==> src/rtl/dds_if.sv <==
// DAC-side output bundle of the DDS function generator: sample clock, sample bus and sync square.
// The master drives all three signals; a DAC model or board wrapper takes the slave view.
interface dds_if;
    logic       Fg_CLK;
    logic       Dac_CLK;
    logic [7:0] oDacData;

    modport master (output Fg_CLK, output Dac_CLK, output oDacData);
    modport slave  (input  Fg_CLK, input  Dac_CLK, input  oDacData);
endinterface

==> src/rtl/dds_top.sv <==
// DDS function generator: 32-bit phase accumulator at Ext_CLK/2, four waveforms, debounced mode button.
// Optional macro DDS_MODE_OUT_EN exposes the current waveform mode on oMode.
module dds_top #(
    parameter logic [31:0] TUNING_WORD     = 32'h0147AE14,
    parameter int          DEBOUNCE_CYCLES = 32
) (
    input  logic       Ext_CLK,
    input  logic       Ext_RESET,
    input  logic       iExtBtn,
`ifdef DDS_MODE_OUT_EN
    output logic [1:0] oMode,
`endif
    dds_if.master      dac
);

    localparam int CNT_W = (DEBOUNCE_CYCLES > 1) ? $clog2(DEBOUNCE_CYCLES) : 1;
    localparam logic [CNT_W-1:0] CNT_MAX = CNT_W'(DEBOUNCE_CYCLES - 1);

    logic             dac_clk;
    logic             fg_clk;
    logic [7:0]       dac_data;
    logic [31:0]      acc;
    logic [31:0]      acc_next;
    logic             sample_en;
    logic [1:0]       mode;
    logic             btn_meta;
    logic             btn_sync;
    logic             btn_deb;
    logic [CNT_W-1:0] deb_cnt;
    logic             deb_flip;
    logic             press;

    // Quarter-wave table: round(127*sin(2*pi*(k+0.5)/256)), k = 0..63.
    function automatic logic [6:0] sine_lut(input logic [5:0] q);
        sine_lut = 7'd0;
        case (q)
            6'd0:  sine_lut = 7'd2;
            6'd1:  sine_lut = 7'd5;
            6'd2:  sine_lut = 7'd8;
            6'd3:  sine_lut = 7'd11;
            6'd4:  sine_lut = 7'd14;
            6'd5:  sine_lut = 7'd17;
            6'd6:  sine_lut = 7'd20;
            6'd7:  sine_lut = 7'd23;
            6'd8:  sine_lut = 7'd26;
            6'd9:  sine_lut = 7'd29;
            6'd10: sine_lut = 7'd32;
            6'd11: sine_lut = 7'd35;
            6'd12: sine_lut = 7'd38;
            6'd13: sine_lut = 7'd41;
            6'd14: sine_lut = 7'd44;
            6'd15: sine_lut = 7'd47;
            6'd16: sine_lut = 7'd50;
            6'd17: sine_lut = 7'd53;
            6'd18: sine_lut = 7'd56;
            6'd19: sine_lut = 7'd58;
            6'd20: sine_lut = 7'd61;
            6'd21: sine_lut = 7'd64;
            6'd22: sine_lut = 7'd67;
            6'd23: sine_lut = 7'd69;
            6'd24: sine_lut = 7'd72;
            6'd25: sine_lut = 7'd74;
            6'd26: sine_lut = 7'd77;
            6'd27: sine_lut = 7'd79;
            6'd28: sine_lut = 7'd82;
            6'd29: sine_lut = 7'd84;
            6'd30: sine_lut = 7'd86;
            6'd31: sine_lut = 7'd89;
            6'd32: sine_lut = 7'd91;
            6'd33: sine_lut = 7'd93;
            6'd34: sine_lut = 7'd95;
            6'd35: sine_lut = 7'd97;
            6'd36: sine_lut = 7'd99;
            6'd37: sine_lut = 7'd101;
            6'd38: sine_lut = 7'd103;
            6'd39: sine_lut = 7'd105;
            6'd40: sine_lut = 7'd106;
            6'd41: sine_lut = 7'd108;
            6'd42: sine_lut = 7'd110;
            6'd43: sine_lut = 7'd111;
            6'd44: sine_lut = 7'd113;
            6'd45: sine_lut = 7'd114;
            6'd46: sine_lut = 7'd115;
            6'd47: sine_lut = 7'd117;
            6'd48: sine_lut = 7'd118;
            6'd49: sine_lut = 7'd119;
            6'd50: sine_lut = 7'd120;
            6'd51: sine_lut = 7'd121;
            6'd52: sine_lut = 7'd122;
            6'd53: sine_lut = 7'd123;
            6'd54: sine_lut = 7'd124;
            6'd55: sine_lut = 7'd124;
            6'd56: sine_lut = 7'd125;
            6'd57: sine_lut = 7'd125;
            6'd58: sine_lut = 7'd126;
            6'd59: sine_lut = 7'd126;
            6'd60: sine_lut = 7'd127;
            6'd61: sine_lut = 7'd127;
            6'd62: sine_lut = 7'd127;
            6'd63: sine_lut = 7'd127;
        endcase
    endfunction

    function automatic logic [7:0] wave(input logic [7:0] p, input logic [1:0] m);
        logic [5:0] q;
        logic [7:0] mag;
        q    = p[6] ? ~p[5:0] : p[5:0];
        mag  = {1'b0, sine_lut(q)};
        wave = 8'h80;
        case (m)
            2'd0: wave = p[7] ? (8'd128 - mag) : (8'd128 + mag);
            2'd1: wave = p[7] ? 8'h00 : 8'hFF;
            2'd2: wave = p[7] ? ~{p[6:0], 1'b0} : {p[6:0], 1'b0};
            2'd3: wave = p;
        endcase
    endfunction

    // Samples update in the Dac_CLK-high cycle so new data lands on its falling edge.
    assign sample_en = dac_clk;
    assign acc_next  = acc + TUNING_WORD;

    always_ff @(posedge Ext_CLK or posedge Ext_RESET) begin
        if (Ext_RESET) dac_clk <= 1'b0;
        else           dac_clk <= ~dac_clk;
    end

    always_ff @(posedge Ext_CLK or posedge Ext_RESET) begin
        if (Ext_RESET) begin
            acc      <= 32'd0;
            fg_clk   <= 1'b0;
            dac_data <= 8'h80;
        end else if (sample_en) begin
            acc      <= acc_next;
            fg_clk   <= acc_next[31];
            dac_data <= wave(acc_next[31:24], mode);
        end
    end

    always_ff @(posedge Ext_CLK or posedge Ext_RESET) begin
        if (Ext_RESET) begin
            btn_meta <= 1'b1;
            btn_sync <= 1'b1;
        end else begin
            btn_meta <= iExtBtn;
            btn_sync <= btn_meta;
        end
    end

    // The counter only runs while the synced level disagrees with the accepted one.
    assign deb_flip = (btn_sync != btn_deb) && (deb_cnt == CNT_MAX);
    assign press    = deb_flip && !btn_sync;

    always_ff @(posedge Ext_CLK or posedge Ext_RESET) begin
        if (Ext_RESET) begin
            btn_deb <= 1'b1;
            deb_cnt <= '0;
        end else if (btn_sync == btn_deb) begin
            deb_cnt <= '0;
        end else if (deb_flip) begin
            btn_deb <= btn_sync;
            deb_cnt <= '0;
        end else begin
            deb_cnt <= deb_cnt + 1'b1;
        end
    end

    // Accumulator is left untouched on a mode change, so the switch is phase-continuous.
    always_ff @(posedge Ext_CLK or posedge Ext_RESET) begin
        if (Ext_RESET)  mode <= 2'd0;
        else if (press) mode <= mode + 2'd1;
    end

    assign dac.Dac_CLK  = dac_clk;
    assign dac.Fg_CLK   = fg_clk;
    assign dac.oDacData = dac_data;

`ifdef DDS_MODE_OUT_EN
    assign oMode = mode;
`endif

endmodule

==> src/flat_wrapper.sv <==
// flat-port wrapper written by rule: the top's interface ports become plain ports
module dds_top_flat 
#(
    parameter logic [31:0] TUNING_WORD     = 32'h0147AE14,
    parameter int          DEBOUNCE_CYCLES = 32
)
  (Ext_CLK, Ext_RESET, iExtBtn, dac_Fg_CLK, dac_Dac_CLK, dac_oDacData);
  dds_if dac_i ();
  input  logic Ext_CLK;
  input  logic Ext_RESET;
  input  logic iExtBtn;
  output wire logic [$bits(dac_i.Fg_CLK)-1:0] dac_Fg_CLK;
  output wire logic [$bits(dac_i.Dac_CLK)-1:0] dac_Dac_CLK;
  output wire logic [$bits(dac_i.oDacData)-1:0] dac_oDacData;
  assign dac_Fg_CLK = dac_i.Fg_CLK;
  assign dac_Dac_CLK = dac_i.Dac_CLK;
  assign dac_oDacData = dac_i.oDacData;
  dds_top #(.TUNING_WORD(TUNING_WORD), .DEBOUNCE_CYCLES(DEBOUNCE_CYCLES)) u_core (.Ext_CLK(Ext_CLK), .Ext_RESET(Ext_RESET), .iExtBtn(iExtBtn), .dac(dac_i));
endmodule
==> config.mk <==
export PLATFORM = sky130hd
export DESIGN_NAME = dds_top_flat
export DESIGN_NICKNAME = d
export VERILOG_FILES = /design/src/rtl/dds_if.sv /design/src/rtl/dds_top.sv /design/src/flat_wrapper.sv
export SDC_FILE = /design/constraint.sdc
export NUM_CORES = 1
export LEC_CHECK = 0
export ABC_AREA = 1
export ABC_CLOCK_PERIOD_IN_PS = 3500
export CORE_ASPECT_RATIO = 0.7
export CORE_UTILIZATION = 54
export DETAILED_ROUTE_END_ITERATION = 16
export GPL_ROUTABILITY_DRIVEN = 0
export HOLD_SLACK_MARGIN = 0.03
export PLACE_DENSITY_LB_ADDON = 0.08
export SETUP_SLACK_MARGIN = 0.2
export SYNTH_ARGS = -nofsm -noshare
export SYNTH_HDL_FRONTEND = slang
export SYNTH_SLANG_ARGS = --single-unit
export TNS_END_PERCENT = 30
==> constraint.sdc <==
create_clock -name Ext_CLK -period 3.5 [get_ports Ext_CLK]
set_input_delay 0.525 -clock Ext_CLK [delete_from_list [all_inputs] [get_ports Ext_CLK]]
set_output_delay 0.525 -clock Ext_CLK [all_outputs]
set_load 0.03 [all_outputs]
==> results.md, run 1 <==
- Hpwl dp: 8450 µm
- Core area: 0.00745 mm²
- FF/Latch Area: 0.00124 mm²
- Sequential fraction of the synthesis area: 29.1%
- Post-DRT Antenna Nets: 0
- Avg WL per Cell: 15.5 µm
- Worst-Margin Slew: 1.05 ns
- Fin Setup TNS: 0 ns
- Starting Density: 56.8%
- Synth Instances: 613
- Outcome: completed
- Startpoint types: flop
- Clock Skews: 0.0100 ns
- CTS H-tree depth: 2
- CP dominant cell by count: nand2_1
- Vias/cell: 5.64
- Synth top area share: 26.6%
- Root Buffer: clkbuf_8
- Pwr/cell area: 203 mW/mm²
- Synth cell types: 46
- Die ar.: 0.00820 mm²
- ANT cells: 0
- Number of global-route vias before repair: 3832
- DR DRC count: 0
- Top delay family on crit path: simple AND/OR/NAND/NOR gates
- Die Y-Extent: 76.1 µm
- Critical Path AT: 3.39 ns
- Most common library cells after synthesis: 188 x nand2_1, 60 x inv_1, 56 x nor2_1
- Pre-CTS setup slack: -0.0362 ns
- Setup Viol. Count Final: 0
- Skew-Pair Late Insertion Delay: 0.32 ns
- DIE WIDTH: 108 µm
- Ys async rst share: 100%
- Leakage: 2.64 nW
- Synthesized area: 0.00423 mm²
- Top-count cell post-synth: nand2_1
- Routed wire length: 11800 µm
- Via count: 4300
- TritonCTS clock tree: built
- WP data required: 3.69 ns
- # hold bufs at CTS: 0
- Synth Warn #: 0
- # IOs: 13
- Dominant cell type by area after synthesis: dfrtp_1
- Worst rel slew slack: 30.0%
- CP bufs+invs: 5
- Worst stage delay on the critical path: 0.43 ns
- Final min period: 3.20 ns
- Hold Crit Class: flop to flop
- Hold Vio Cnt, Final: 0
- RSZ-0062 raised after global routing: false
- Top FF cell, synth: dfrtp_1
- Inserted Clock Buffers: 5
- Slowest cell on crit path: dfrtp_1
- Layout cells sized above 1: 26.1%
- Area of the multi-input gates: 0.00288 mm²
- Std-Cell Rows: 26
- Fin crit share: 91.5%
- Crit end category: flop
- IO Port Bufs: 12
- Largest net degree at the start of global routing: 50
- CTS clk-pin slew, worst paths: 0.10 ns
- Max_cap viols: 0
- Mapped Avg Cell Area: 6.91 µm²
- Slew Viols, Final: 0
- Total grt overflow: 0
- Cells taking the most area after synthesis: dfrtp_1 27%, nand2_1 17%, nand3_1 6.0%
- First-pass DRT Iterations: 6
- First-pass GRT wire length: 18800 µm
- Fillers: 635
- Cell Chain, Critical Path: inv_2 -> nand2_2 -> inv_2 -> nand2_1 -> o21ai_1 -> nand2_1 -> buf_4 -> nand3_2 -> nand2_8 -> nand2_1 -> nand2_2 -> buf_4 -> ha_1 -> o21ai_1 -> inv_1 -> nand3_1 -> nand2_2 -> ha_4 -> nor2_2 -> xor2_1 -> nand2_1 -> o311ai_1 -> nand2_1
- Final setup margin: 0.299 ns
- Crit Path Class: flop to flop
- Max frequency: 312 MHz
- Initial antenna violation count: 0
- CP max FO: 8
- # clock sinks: 49
- Number of synthesized flops with an enable pin: 0
- Syn Nets: 634
- Iter 0 DRT Violations: 387
- Max Root-Sink Buffers: 2
- Area growth syn-to-layout: 19.6%
- Total global-route track usage: 29.1%
- VDD IR max: 0.000270 V
- Final net count: 684
- Seq cells post-synth: 49
-- metal layers --
metal / wire length (µm) / vias to the layer above / track usage, %
met5: 0 / - / 0
met4: 150 / 0 / 3.84
met3: 1180 / 25 / 7.36
met2: 4830 / 203 / 40.3
met1: 5650 / 1998 / 45.7
li1: - / 2074 / -
-- worst register-to-register path, stage by stage, from the launching register on --
cell and delay, ns:
dfrtp_1 0.43, inv_2 0.09, nand2_2 0.09, inv_2 0.08, nand2_1 0.07, o21ai_1 0.14
nand2_1 0.14, buf_4 0.17, nand3_2 0.12, nand2_8 0.08, nand2_1 0.08, nand2_2 0.10
buf_4 0.16, ha_1 0.19, o21ai_1 0.13, inv_1 0.05, nand3_1 0.10, nand2_2 0.11
ha_4 0.20, nor2_2 0.11, xor2_1 0.14, nand2_1 0.07, o311ai_1 0.10, nand2_1 0.12
-- flip-flops by register name, summed over array words and instances, names as in the netlist --
| register | flops |
|---|---|
| u_core.dac.Dac_CLK | 1 |
| u_core.acc | 29 |
| u_core.btn_meta | 1 |
| u_core.btn_deb | 1 |
| u_core.btn_sync | 1 |
| u_core.deb_cnt | 5 |
| u_core.mode | 2 |
| u_core.dac.oDacData | 8 |
| u_core.dac.Fg_CLK | 1 |
-- cell type report --
type,count,area share (%)
clock inverters,3,0.964
inverters,69,5.16
multi-input cells,485,56.8
clock buffers,5,1.36
well taps,98,2.42
repair buffers,53,8.67
flip-flops and latches,49,24.6
-- what timing repair did --
action                                  CTS  global route
endpoints found under the setup margin    3             7
buffers inserted                          3            24
pin swaps                                 2            26
gates resized for setup                  11            67
hold endpoints to repair                  0             0
-- final timing paths --
| check | endpoint | startpoint | depth (start not counted) | slack [ns] |
|---|---|---|---|---|
| min in group asynchronous | u_core.dac.oDacData[3]$_DFFE_PP0P_ | Ext_RESET | 2 | 0.77 |
| max in group asynchronous | u_core.acc[19]$_DFFE_PP0P_ | Ext_RESET | 2 | 2.00 |
| hold reg to reg | u_core.btn_sync$_DFF_PP1_ | u_core.btn_meta$_DFF_PP1_ | 0 | 0.38 |
| setup reg to reg | u_core.dac.oDacData[2]$_DFFE_PP0P_ | u_core.acc[22]$_DFFE_PP0P_ | 23 | 0.30 |
| hold / removal | u_core.btn_sync$_DFF_PP1_ | u_core.btn_meta$_DFF_PP1_ | 0 | 0.38 |
| setup / recovery | u_core.dac.oDacData[2]$_DFFE_PP0P_ | u_core.acc[22]$_DFFE_PP0P_ | 23 | 0.30 |
-- cells by family after synthesis --
logic type	synth area share, %
fa+ha+maj	5.32
flops	29.1
simple gates	41.5
compound gates	9.60
buf+inv	7.95
xor+xnor	6.59
-- layout by cell type (no fill, tap or decap), types with 2 or more instances in the layout --
cell / instances
a211oi_1: 2
a21oi_1: 23
buf_4: 39
clkbuf_8: 5
clkdlybuf4s50_1: 12
dfrtp_1: 34
dfrtp_2: 11
dfstp_2: 4
ha_1: 15
ha_4: 3
inv_1: 52
inv_2: 15
nand2_1: 168
nand2_2: 36
nand2_4: 13
nand2_8: 4
nand3_1: 47
nand3_2: 9
nand3b_1: 2
nand4_1: 13
nor2_1: 49
nor2_2: 11
nor2_4: 10
nor3_1: 3
o2111ai_1: 3
o211ai_1: 5
o21ai_0: 22
o21ai_1: 6
xnor2_1: 4
xor2_1: 21
xor2_2: 2
-- metrics by stage --
stage	utilization [%]	cell area, µm²	hold slack (ns)	cells	power (mW)
after global routing	68.0	5060	0.376	762	1.06
after global placement	60.5	4500	0.351	727	0.604
after detailed placement	60.5	4500	0.349	727	0.605
final	68.0	5060	0.377	762	1.03
after CTS	62.9	4680	0.371	738	1.04
after floorplan	-	4230	0.345	613	0.597
-- power breakdown --
group	switching [mW]	internal (mW)	leakage, nW
clock	0.219	0.218	0.0563
sequential	0.00249	0.571	0.569
combinational	0.0148	0.00459	2.02
No activity file was read; power rests on OpenSTA's default activity.
==> run 2, diff against run 1 <==
--- a/config.mk
+++ b/config.mk
@@ -8,6 +8,7 @@
 export ABC_AREA = 1
 export ABC_CLOCK_PERIOD_IN_PS = 3500
 export CORE_ASPECT_RATIO = 0.7
+export CORE_MARGIN = 1
 export CORE_UTILIZATION = 54
 export DETAILED_ROUTE_END_ITERATION = 16
 export GPL_ROUTABILITY_DRIVEN = 0
@@ -17,4 +18,3 @@
 export SYNTH_ARGS = -nofsm -noshare
 export SYNTH_HDL_FRONTEND = slang
 export SYNTH_SLANG_ARGS = --single-unit
-export TNS_END_PERCENT = 30
==> results of run 2 <==
Final layout, timing and power as in run 1 (identical DEF).
